### config.mk
export PLATFORM = sky130hd
export DESIGN_NAME = pipe_ctrl_flat
export DESIGN_NICKNAME = d
export VERILOG_FILES = /design/src/rtl/pipe_ctrl_if.sv /design/src/rtl/pipe_ctrl.sv /design/src/flat_wrapper.sv
export SDC_FILE = /design/constraint.sdc
export NUM_CORES = 1
export LEC_CHECK = 0
export CORE_MARGIN = 2
export CORE_UTILIZATION = 41
export CTS_CLUSTER_SIZE = 28
export DETAILED_ROUTE_END_ITERATION = 10
export GPL_TIMING_DRIVEN = 0
export PLACE_DENSITY = 0.74
export SLEW_MARGIN = 15
export SYNTH_ARGS = -nofsm -noshare
export SYNTH_HDL_FRONTEND = slang
export SYNTH_SLANG_ARGS = --single-unit
### constraint.sdc
create_clock -name clk -period 1.8 [get_ports clk]
set_input_delay 0.27 -clock clk [delete_from_list [all_inputs] [get_ports clk]]
set_output_delay 0.27 -clock clk [all_outputs]
set_load 0.05 [all_outputs]
### src/rtl/pipe_ctrl_if.sv
// -----------------------------------------------------------------------------
// pipe_ctrl_if
// Groups the pipeline-control signals exchanged between the EX/MEM stages,
// the pipeline registers and pipe_ctrl.
//   slave  : the pipe_ctrl side (takes requests, drives hold/flush/redirect/stats)
//   master : the pipeline side (raises requests, consumes hold/flush/redirect/stats)
// Signals:
//   jump_flag_i / jump_addr_i : EX redirect request and its target
//   hold_risk_i               : EX load-use hazard
//   hold_mem_i                : MEM busy, freeze whole pipe
//   hold_*_o / flush_*_o      : per-stage register hold and NOP-load controls
//   pc_jump_o / pc_jump_addr_o: PC redirect strobe and target
//   mem_timeout_o             : sticky memory-hold timeout error
//   stall_cnt_o / redirect_cnt_o : statistics
//   state_o                   : control FSM state, debug
// -----------------------------------------------------------------------------
interface pipe_ctrl_if;
    logic        jump_flag_i;
    logic [31:0] jump_addr_i;
    logic        hold_risk_i;
    logic        hold_mem_i;
    logic        hold_pc_o;
    logic        hold_if_id_o;
    logic        hold_id_ex_o;
    logic        hold_ex_mem_o;
    logic        flush_if_id_o;
    logic        flush_id_ex_o;
    logic        pc_jump_o;
    logic [31:0] pc_jump_addr_o;
    logic        mem_timeout_o;
    logic [31:0] stall_cnt_o;
    logic [31:0] redirect_cnt_o;
    logic [1:0]  state_o;

    modport slave (
        input  jump_flag_i, jump_addr_i, hold_risk_i, hold_mem_i,
        output hold_pc_o, hold_if_id_o, hold_id_ex_o, hold_ex_mem_o,
        output flush_if_id_o, flush_id_ex_o, pc_jump_o, pc_jump_addr_o,
        output mem_timeout_o, stall_cnt_o, redirect_cnt_o, state_o
    );

    modport master (
        output jump_flag_i, jump_addr_i, hold_risk_i, hold_mem_i,
        input  hold_pc_o, hold_if_id_o, hold_id_ex_o, hold_ex_mem_o,
        input  flush_if_id_o, flush_id_ex_o, pc_jump_o, pc_jump_addr_o,
        input  mem_timeout_o, stall_cnt_o, redirect_cnt_o, state_o
    );
endinterface

### src/rtl/pipe_ctrl.sv
// -----------------------------------------------------------------------------
// pipe_ctrl
// Pipeline control unit for the 5-stage RISC-V core. Resolves, in priority
// order, a MEM-busy freeze, an EX redirect and an EX load-use hazard into the
// per-stage hold/flush controls and the PC redirect, and keeps stall/redirect
// statistics plus a sticky memory-hold timeout flag.
// Ports:
//   clk     : core clock, rising edge
//   arst_n  : asynchronous active-low reset; forces every output to 0
//   bus     : pipe_ctrl_if.slave, all request/control/statistic signals
// Parameters:
//   FLUSH_EXTRA : cycles flush_if_id_o stays high after a redirect (0..7)
//   LU_CYCLES   : bubble cycles per load-use hazard (1..7)
//   MEM_TIMEOUT : consecutive hold_mem_i cycles that raise mem_timeout_o
// Control outputs are combinational from state and inputs (zero latency);
// counters, state and the timeout flag are registers.
// -----------------------------------------------------------------------------
module pipe_ctrl #(
    parameter int unsigned FLUSH_EXTRA = 1,
    parameter int unsigned LU_CYCLES   = 1,
    parameter int unsigned MEM_TIMEOUT = 255
) (
    input  logic        clk,
    input  logic        arst_n,
    pipe_ctrl_if.slave  bus
);

    // Mem-wait counter is at least 8 bits, wider if the timeout needs it.
    localparam int unsigned MW_RAW = $clog2(MEM_TIMEOUT + 1);
    localparam int unsigned MW     = (MW_RAW < 8) ? 8 : MW_RAW;

    localparam logic [2:0]    FLUSH_LOAD  = 3'(FLUSH_EXTRA);
    localparam logic [2:0]    LU_LOAD     = 3'(LU_CYCLES - 1);
    localparam logic [MW-1:0] TIMEOUT_VAL = MW'(MEM_TIMEOUT);
    localparam logic [MW-1:0] WAIT_MAX    = {MW{1'b1}};

    typedef enum logic [1:0] {
        ST_RUN    = 2'd0,
        ST_FLUSH  = 2'd1,
        ST_BUBBLE = 2'd2
    } state_t;

    state_t        r_state;
    state_t        w_next_state;
    logic [2:0]    r_cnt;
    logic [2:0]    w_next_cnt;
    logic [MW-1:0] r_mem_wait;
    logic [MW-1:0] w_mem_wait_inc;
    logic          r_mem_timeout;
    logic [31:0]   r_stall_cnt;
    logic [31:0]   r_redirect_cnt;

    logic          w_hold_pc;
    logic          w_hold_if_id;
    logic          w_hold_id_ex;
    logic          w_hold_ex_mem;
    logic          w_flush_if_id;
    logic          w_flush_id_ex;
    logic          w_pc_jump;
    logic [31:0]   w_jump_addr;

    // Saturating increment of the consecutive mem-hold counter.
    always_comb begin
        w_mem_wait_inc = r_mem_wait;
        if (r_mem_wait == WAIT_MAX) begin
            w_mem_wait_inc = r_mem_wait;
        end else begin
            w_mem_wait_inc = r_mem_wait + {{(MW-1){1'b0}}, 1'b1};
        end
    end

    // Next-state and control decode: mem hold > jump > load-use > state actions.
    always_comb begin
        w_next_state  = r_state;
        w_next_cnt    = r_cnt;
        w_hold_pc     = 1'b0;
        w_hold_if_id  = 1'b0;
        w_hold_id_ex  = 1'b0;
        w_hold_ex_mem = 1'b0;
        w_flush_if_id = 1'b0;
        w_flush_id_ex = 1'b0;
        w_pc_jump     = 1'b0;
        w_jump_addr   = 32'd0;

        if (bus.hold_mem_i) begin
            // EX is frozen and will re-present jump/hazard after release,
            // so state and counter simply hold.
            w_hold_pc     = 1'b1;
            w_hold_if_id  = 1'b1;
            w_hold_id_ex  = 1'b1;
            w_hold_ex_mem = 1'b1;
        end else if (bus.jump_flag_i) begin
            w_pc_jump     = 1'b1;
            w_jump_addr   = bus.jump_addr_i;
            w_flush_if_id = 1'b1;
            w_flush_id_ex = 1'b1;
            // A jump from any state (re)starts the wrong-path flush window.
            if (FLUSH_EXTRA > 0) begin
                w_next_state = ST_FLUSH;
                w_next_cnt   = FLUSH_LOAD;
            end else begin
                w_next_state = ST_RUN;
                w_next_cnt   = 3'd0;
            end
        end else begin
            case (r_state)
                ST_RUN: begin
                    if (bus.hold_risk_i) begin
                        w_hold_pc     = 1'b1;
                        w_hold_if_id  = 1'b1;
                        w_flush_id_ex = 1'b1;
                        if (LU_CYCLES > 1) begin
                            w_next_state = ST_BUBBLE;
                            w_next_cnt   = LU_LOAD;
                        end else begin
                            w_next_state = ST_RUN;
                            w_next_cnt   = 3'd0;
                        end
                    end else begin
                        w_next_state = ST_RUN;
                        w_next_cnt   = 3'd0;
                    end
                end
                ST_BUBBLE: begin
                    // The hazard is already being served; hold_risk_i is ignored.
                    w_hold_pc     = 1'b1;
                    w_hold_if_id  = 1'b1;
                    w_flush_id_ex = 1'b1;
                    if (r_cnt <= 3'd1) begin
                        w_next_state = ST_RUN;
                        w_next_cnt   = 3'd0;
                    end else begin
                        w_next_state = ST_BUBBLE;
                        w_next_cnt   = r_cnt - 3'd1;
                    end
                end
                ST_FLUSH: begin
                    // ID holds a flushed NOP, so a hazard indication is bogus.
                    w_flush_if_id = 1'b1;
                    if (r_cnt <= 3'd1) begin
                        w_next_state = ST_RUN;
                        w_next_cnt   = 3'd0;
                    end else begin
                        w_next_state = ST_FLUSH;
                        w_next_cnt   = r_cnt - 3'd1;
                    end
                end
                default: begin
                    w_next_state = ST_RUN;
                    w_next_cnt   = 3'd0;
                end
            endcase
        end
    end

    // State, down-counter, mem-wait, timeout flag and statistics registers.
    always_ff @(posedge clk or negedge arst_n) begin
        if (!arst_n) begin
            r_state        <= ST_RUN;
            r_cnt          <= 3'd0;
            r_mem_wait     <= {MW{1'b0}};
            r_mem_timeout  <= 1'b0;
            r_stall_cnt    <= 32'd0;
            r_redirect_cnt <= 32'd0;
        end else begin
            r_state <= w_next_state;
            r_cnt   <= w_next_cnt;
            if (bus.hold_mem_i) begin
                r_mem_wait <= w_mem_wait_inc;
                // Set at the edge that closes the MEM_TIMEOUT-th consecutive hold cycle.
                if (w_mem_wait_inc >= TIMEOUT_VAL) begin
                    r_mem_timeout <= 1'b1;
                end else begin
                    r_mem_timeout <= r_mem_timeout;
                end
            end else begin
                r_mem_wait    <= {MW{1'b0}};
                r_mem_timeout <= r_mem_timeout;
            end
            if (w_hold_pc) begin
                r_stall_cnt <= r_stall_cnt + 32'd1;
            end else begin
                r_stall_cnt <= r_stall_cnt;
            end
            if (w_pc_jump) begin
                r_redirect_cnt <= r_redirect_cnt + 32'd1;
            end else begin
                r_redirect_cnt <= r_redirect_cnt;
            end
        end
    end

    // Controls are gated by reset so nothing leaks out while arst_n is low.
    assign bus.hold_pc_o      = arst_n & w_hold_pc;
    assign bus.hold_if_id_o   = arst_n & w_hold_if_id;
    assign bus.hold_id_ex_o   = arst_n & w_hold_id_ex;
    assign bus.hold_ex_mem_o  = arst_n & w_hold_ex_mem;
    assign bus.flush_if_id_o  = arst_n & w_flush_if_id;
    assign bus.flush_id_ex_o  = arst_n & w_flush_id_ex;
    assign bus.pc_jump_o      = arst_n & w_pc_jump;
    assign bus.pc_jump_addr_o = arst_n ? w_jump_addr : 32'd0;
    assign bus.mem_timeout_o  = r_mem_timeout;
    assign bus.stall_cnt_o    = r_stall_cnt;
    assign bus.redirect_cnt_o = r_redirect_cnt;
    assign bus.state_o        = r_state;

endmodule

### src/flat_wrapper.sv
// flat-port wrapper written by rule: the top's interface ports become plain ports
module pipe_ctrl_flat 
#(
    parameter int unsigned FLUSH_EXTRA = 1,
    parameter int unsigned LU_CYCLES   = 1,
    parameter int unsigned MEM_TIMEOUT = 255
)
  (clk, arst_n, bus_jump_flag_i, bus_jump_addr_i, bus_hold_risk_i, bus_hold_mem_i, bus_hold_pc_o, bus_hold_if_id_o, bus_hold_id_ex_o, bus_hold_ex_mem_o, bus_flush_if_id_o, bus_flush_id_ex_o, bus_pc_jump_o, bus_pc_jump_addr_o, bus_mem_timeout_o, bus_stall_cnt_o, bus_redirect_cnt_o, bus_state_o);
  pipe_ctrl_if bus_i ();
  input  logic clk;
  input  logic arst_n;
  input wire logic [$bits(bus_i.jump_flag_i)-1:0] bus_jump_flag_i;
  input wire logic [$bits(bus_i.jump_addr_i)-1:0] bus_jump_addr_i;
  input wire logic [$bits(bus_i.hold_risk_i)-1:0] bus_hold_risk_i;
  input wire logic [$bits(bus_i.hold_mem_i)-1:0] bus_hold_mem_i;
  output wire logic [$bits(bus_i.hold_pc_o)-1:0] bus_hold_pc_o;
  output wire logic [$bits(bus_i.hold_if_id_o)-1:0] bus_hold_if_id_o;
  output wire logic [$bits(bus_i.hold_id_ex_o)-1:0] bus_hold_id_ex_o;
  output wire logic [$bits(bus_i.hold_ex_mem_o)-1:0] bus_hold_ex_mem_o;
  output wire logic [$bits(bus_i.flush_if_id_o)-1:0] bus_flush_if_id_o;
  output wire logic [$bits(bus_i.flush_id_ex_o)-1:0] bus_flush_id_ex_o;
  output wire logic [$bits(bus_i.pc_jump_o)-1:0] bus_pc_jump_o;
  output wire logic [$bits(bus_i.pc_jump_addr_o)-1:0] bus_pc_jump_addr_o;
  output wire logic [$bits(bus_i.mem_timeout_o)-1:0] bus_mem_timeout_o;
  output wire logic [$bits(bus_i.stall_cnt_o)-1:0] bus_stall_cnt_o;
  output wire logic [$bits(bus_i.redirect_cnt_o)-1:0] bus_redirect_cnt_o;
  output wire logic [$bits(bus_i.state_o)-1:0] bus_state_o;
  assign bus_i.jump_flag_i = bus_jump_flag_i;
  assign bus_i.jump_addr_i = bus_jump_addr_i;
  assign bus_i.hold_risk_i = bus_hold_risk_i;
  assign bus_i.hold_mem_i = bus_hold_mem_i;
  assign bus_hold_pc_o = bus_i.hold_pc_o;
  assign bus_hold_if_id_o = bus_i.hold_if_id_o;
  assign bus_hold_id_ex_o = bus_i.hold_id_ex_o;
  assign bus_hold_ex_mem_o = bus_i.hold_ex_mem_o;
  assign bus_flush_if_id_o = bus_i.flush_if_id_o;
  assign bus_flush_id_ex_o = bus_i.flush_id_ex_o;
  assign bus_pc_jump_o = bus_i.pc_jump_o;
  assign bus_pc_jump_addr_o = bus_i.pc_jump_addr_o;
  assign bus_mem_timeout_o = bus_i.mem_timeout_o;
  assign bus_stall_cnt_o = bus_i.stall_cnt_o;
  assign bus_redirect_cnt_o = bus_i.redirect_cnt_o;
  assign bus_state_o = bus_i.state_o;
  pipe_ctrl #(.FLUSH_EXTRA(FLUSH_EXTRA), .LU_CYCLES(LU_CYCLES), .MEM_TIMEOUT(MEM_TIMEOUT)) u_core (.clk(clk), .arst_n(arst_n), .bus(bus_i));
endmodule
After elaboration in Yosys (flattened, before gate mapping)
Index checks and enable logic that the tools add are counted.

Output and inout port bits: 106. Input port bits: 37. Register bits: 78. Word-level logic and storage cells: 47.

Equality and inequality tests: 3. Muxes and demuxes: 24. Bitwise logic cells: 5. Reduce and logical (&&, ||, !) cells: 3. Add/subtract/negate cells: 4. Magnitude comparators: 2.

Operators by type and width (count): $mux W32 (3); $add A32 B1 Y32 const B (2); $mux W8 (2); $mux W1 (12); $mux W3 (3); $add A8 B1 Y8 const B (1); $eq A8 B8 Y1 const B (1); $ge A8 B8 Y1 const B (1); $and A1 B1 Y1 (5); $mux W2 (2); $pmux W2 S2 (1); $le A3 B1 Y1 const B (1); $sub A3 B1 Y3 const B (1); $eq A2 B1 Y1 const B (1); $eq A2 B2 Y1 const B (1); $logic_not A2 Y1 (1); $pmux W1 S2 (1); $reduce_and A2 Y1 (1); $reduce_or A2 Y1 (1).

Longest topological paths before layout
Depth in word-level cells: 5. Mapped depth: 8. Depth with buffers taken out: 7.

Worst setup path after synthesis
No wires, ideal clock.

Path type: register to output. Start: reg u_core.r_state[0] (netlist: u_core.bus.state_o[0]). End: out bus_hold_pc_o. Path slack: -0.457 ns. Arrival time: 1.987 ns. Buffers on the path: 2. Data required time: 1.530 ns. Cell stages (with the launch flop): 8. Path through: dfrtp_1 -> inv_1 -> ha_1 -> a21oi_1 -> o21bai_1 -> buf_2 -> and2_1 -> buf_4.

Cells in the longest elaborated chain, start to end: 5. Elaborated cells on any way between the ends: 6. Classes of those cells: eq/ne: 1; mux: 3; bitwise: 1; reduce/logical: 1.

RTL lines: from (decl) (line pipe_ctrl.sv:43) `state_t r_state;`; from (signal assigned) (line pipe_ctrl.sv:166) `r_state <= w_next_state;`; $eq A2 B2 Y1 or $logic_not A2 Y1 (tied branches); $pmux W1 S2 (*); $mux W1 (*) (2 in series); $and A1 B1 Y1 (*); to (decl) (line flat_wrapper.sv:16) `output wire logic [$bits(bus_i.hold_pc_o)-1:0] bus_hold_pc_o;`.

Mark *: on every way between the ends. The rest lies on a longest branch, timed or not.

Worst setup path in the final report
Start: reg u_core.r_state[1] (netlist: u_core.bus.state_o[1]). End: out bus_hold_pc_o.

Cells in the longest elaborated chain, start to end: 5. Elaborated cells on any way between the ends: 6. Classes of those cells: eq/ne: 1; mux: 3; bitwise: 1; reduce/logical: 1.

RTL lines: $eq A2 B2 Y1 or $logic_not A2 Y1 (tied branches) (line pipe_ctrl.sv:106) `case (r_state)`; $pmux W1 S2 (*) (line pipe_ctrl.sv:106); $mux W1 (*) (line pipe_ctrl.sv:92) `end else if (bus.jump_flag_i) begin`; $mux W1 (*) (line pipe_ctrl.sv:85) `if (bus.hold_mem_i) begin`; $and A1 B1 Y1 (*) (line pipe_ctrl.sv:194) `assign bus.hold_pc_o = arst_n & w_hold_pc;`.

Marked as above.

==> flow_summary.json <==
{
  "status": "finished with violations",
  "fp.dieH_um": 102,
  "min_path_cells": 2,
  "tightest_slew_ps": 894,
  "timing.final.ws_setup_ps": -127,
  "wl_per_cell_um": 15.4,
  "ys_seq_area_share_pct": 49.5,
  "worst_path_max_delay_cell": "dfrtp_2",
  "htreeDepth": 3,
  "ys_warn_count": 0,
  "ff2ff_path_depth": 6,
  "p_clk_share_pct": 25.1,
  "grt_usage_pct": 20.9,
  "cp_top_family": "flip-flops",
  "synth_mux_area_share_pct": 1.62,
  "path_max_fanout": 4,
  "switching_share_pct": 38.5,
  "die_w_um": 102,
  "r2r-start": "u_core.bus.redirect_cnt_o[0]",
  "arrival_ps": 1660,
  "ant_nets": 0,
  "design_area_um2": 6370,
  "synth_top_family_by_area": "simple AND/OR/NAND/NOR gates",
  "met1_length_um": 4440,
  "leakagePower_nw": 3.18,
  "crit_buf_inv": 3,
  "period_share_pct": 107,
  "clk_latency_ps": 340,
  "switchingPower_mw": 1.99,
  "place.port_buffers": 141,
  "whs_endpoint": "u_core.r_cnt[2]",
  "area_growth_pct": 61.7,
  "synth_compound_area_share_pct": 4.00,
  "fin_skew_ps": 13.7,
  "peakVddDrop_v": 0.000830,
  "drc": 0,
  "rsz0062_at_grt": "yes",
  "syn_area_um2": 3940,
  "period_minus_slack_ps": 1930,
  "ctsLongestPathBuffers": 2,
  "wl_um": 10800,
  "power.density_nw_per_um2": 809,
  "reg2reg_to": "u_core.bus.redirect_cnt_o[30]",
  "dr.max_layer_used": "met4",
  "io_pins": 143,
  "drtPass1Iterations": 5,
  "grt_max_degree": 34,
  "diodes": 0,
  "yosys.area_share.simple_pct": 24.8,
  "numCtsBuffers": 9,
  "p_comb_share_pct": 33.5,
  "cp.required_ps": 1530,
  "rows": 35,
  "synth_cell_types": 43,
  "cap_violations": 0,
  "fillers": 751,
  "clk_pin_slew_ps": 80,
  "setup_viol": 6,
  "ff_latch_area_um2": 1980,
  "drtIter0Drc": 134,
  "grt_pass1_vias": 3648,
  "place_ws_ps": -1330,
  "syn_nets": 430,
  "hpwl_um": 7230,
  "gp_congestion": 0.839,
  "cp_cell_sequence": "inv_2 > ha_4 > a21oi_4 > o21bai_4 > and2_4 > buf_6 > buf_8",
  "dieArea_um2": 10400,
  "final_hold_viol_count": 0,
  "fin_util_pct": 68.6,
  "overflow": 0,
  "cts-root-buf": "clkbuf_8",
  "synthTopCellsByArea": "dfrtp_1, xnor2_1, and3_1",
  "cts.sinks": 78,
  "crit_type": "flop to output port",
  "p_int_mw": 3.17,
  "end_kind": "output port",
  "r2r_slack_ps": -10,
  "cts_tree": "done",
  "synth_top_area_cell": "dfrtp_1",
  "grt_pass1_wl_um": 17300,
  "met3_length_um": 613,
  "max_stage_delay_ps": 430,
  "slew_violations": 0,
  "layout-drive-gt1-share_pct": 35.9,
  "dpl_cell_area_um2": 5670,
  "hold_ws_ps": 264,
  "nNetsFinal": 614,
  "violations": "negative setup slack",
  "pwr-share-seq_pct": 41.5,
  "core_um2": 9280,
  "synth.avg_cell_area_um2": 10.2,
  "netlist_instances": 385,
  "ys_ff_latch": 78,
  "fmax_ghz": 0.519,
  "synth_top_area_share_pct": 49.5,
  "vias": 3628,
  "synth_xor_area_share_pct": 14.2,
  "met2_length_um": 5650,
  "routed_via_density": 5.16,
  "min-delay-path-class": "input pin to flop",
  "start_util_pct": 42.4,
  "synth_fa_ha_area_share_pct": 2.54,
  "multi_input_area_um2": 2300,
  "relSlewSlack_pct": 40.2,
  "hp-start": "bus_jump_flag_i",
  "antenna_found_initial": 0,
  "start_kind": "flop"
}
[synthesized netlist by cell type, drive strengths merged]
| library cell | count |
|---|---|
| a21oi | 5 |
| a22o | 1 |
| a311oi | 2 |
| a31oi | 3 |
| a41o | 1 |
| and2 | 7 |
| and2b | 1 |
| and3 | 45 |
| and4 | 4 |
| and4b | 1 |
| buf | 7 |
| clkbuf | 9 |
| dfrtp | 78 |
| ha | 8 |
| inv | 14 |
| mux2 | 3 |
| mux2i | 3 |
| nand2 | 30 |
| nand2b | 1 |
| nand3 | 26 |
| nand3b | 1 |
| nand4 | 14 |
| nor2 | 21 |
| nor2b | 2 |
| nor3 | 13 |
| nor3b | 1 |
| nor4 | 6 |
| o2111ai | 1 |
| o211a | 1 |
| o211ai | 1 |
| o21ai | 4 |
| o21bai | 2 |
| o31ai | 1 |
| o41ai | 1 |
| or2 | 1 |
| or3 | 1 |
| or3b | 1 |
| xnor2 | 42 |
| xor2 | 22 |
[power groups by stage]
| stage | clock network, mW | registers (mW) | logic [mW] |
|---|---|---|---|
| detailed placement | 0 | 2.16 | 1.57 |
| global placement | 0 | 2.16 | 1.54 |
| floorplan | 0 | 2.65 | 0.471 |
| global route | 1.41 | 2.17 | 1.83 |
| CTS | 1.32 | 2.13 | 1.65 |
| finish | 1.29 | 2.14 | 1.72 |
[area by class of cell]
class                           instances  area share, %
Clock buffer                           11           2.06
Sequential cell                        78           31.1
Buffer                                 15           1.55
Timing Repair Buffer                  171           24.7
Inverter                               14          0.923
Multi-Input combinational cell        280           36.1
Clock inverter                          5          0.943
Tap cell                              129           2.53
[placed cells by master, fill, tap and decap left out, types with 4 or more instances in the layout]
master           Yosys  routed
dlygate4sd2_1        0      64
dfrtp_1             78      53
xnor2_1             42      42
buf_4                3      33
clkdlybuf4s50_1      0      33
nand2_1             30      29
and3_2               0      28
dfrtp_2              0      25
xor2_1              22      22
nand3_1             26      21
clkbuf_4             0      18
and3_1              45      14
nand4_1             13      13
nor2_1              21      13
inv_1               14      11
buf_2                4       9
nor3_4               0       9
clkbuf_8             0       9
nor2_2               0       7
buf_6                0       7
clkbuf_2             0       6
and2_1               7       5
nor4_4               1       5
ha_4                 0       5
o21ai_0              4       4
nand3_4              0       4
[what timing repair did]
item                       in CTS  in global routing
gates resized for setup       325                 54
hold endpoints to repair       33                  0
gates cloned                    3                  1
setup endpoints to repair     123                 78
setup buffers                  14                 11
hold buffers                    5                  0
pin swaps                      13                 11
[metrics by stage]
| stage | std cells | power, mW | TNS (ps) |
|---|---|---|---|
| 2_1_floorplan | 385 | 3.12 | -271 |
| 3_3_place_gp | 655 | 3.71 | -355210 |
| 3_5_place_dp | 656 | 3.73 | -55450 |
| 4_1_cts | 694 | 5.10 | -2940 |
| 5_1_grt | 703 | 5.40 | -1230 |
| 6_report | 703 | 5.16 | -303 |
[sequential cells by signal (all words and copies together), names as in the netlist]
name,flops
u_core.bus.mem_timeout_o,1
u_core.bus.redirect_cnt_o,32
u_core.r_cnt,3
u_core.bus.state_o,2
u_core.bus.stall_cnt_o,32
u_core.r_mem_wait,8
[per-layer routing]
layer	up-vias	global-route usage (%)
met5	-	0
met3	10	4.86
li1	1717	-
met1	1781	26.1
met4	0	5.33
met2	120	36.7
[worst max-delay path by stage]
stage	startpoint	to	depth (start not counted)
3_5_place_dp	bus_hold_mem_i	bus_hold_id_ex_o	6
2_1_floorplan	u_core.bus.redirect_cnt_o[0]	u_core.bus.redirect_cnt_o[30]	6
4_1_cts	u_core.bus.state_o[1]	bus_hold_pc_o	8
6_report	u_core.bus.state_o[1]	bus_hold_pc_o	7
3_3_place_gp	arst_n	bus_flush_id_ex_o	4
5_1_grt	u_core.bus.state_o[1]	bus_hold_pc_o	7
[logic make-up after synthesis]
kind of cell               count (synthesis)
muxes                                      6
AOI/OAI and AO/OA                         23
and+or+nand+nor                          176
DFF                                       78
xor gates and xnor gates                  64
adders and majority gates                  8
buffers and inverters                     30
Note: power is estimated with default switching activity, not from simulation.
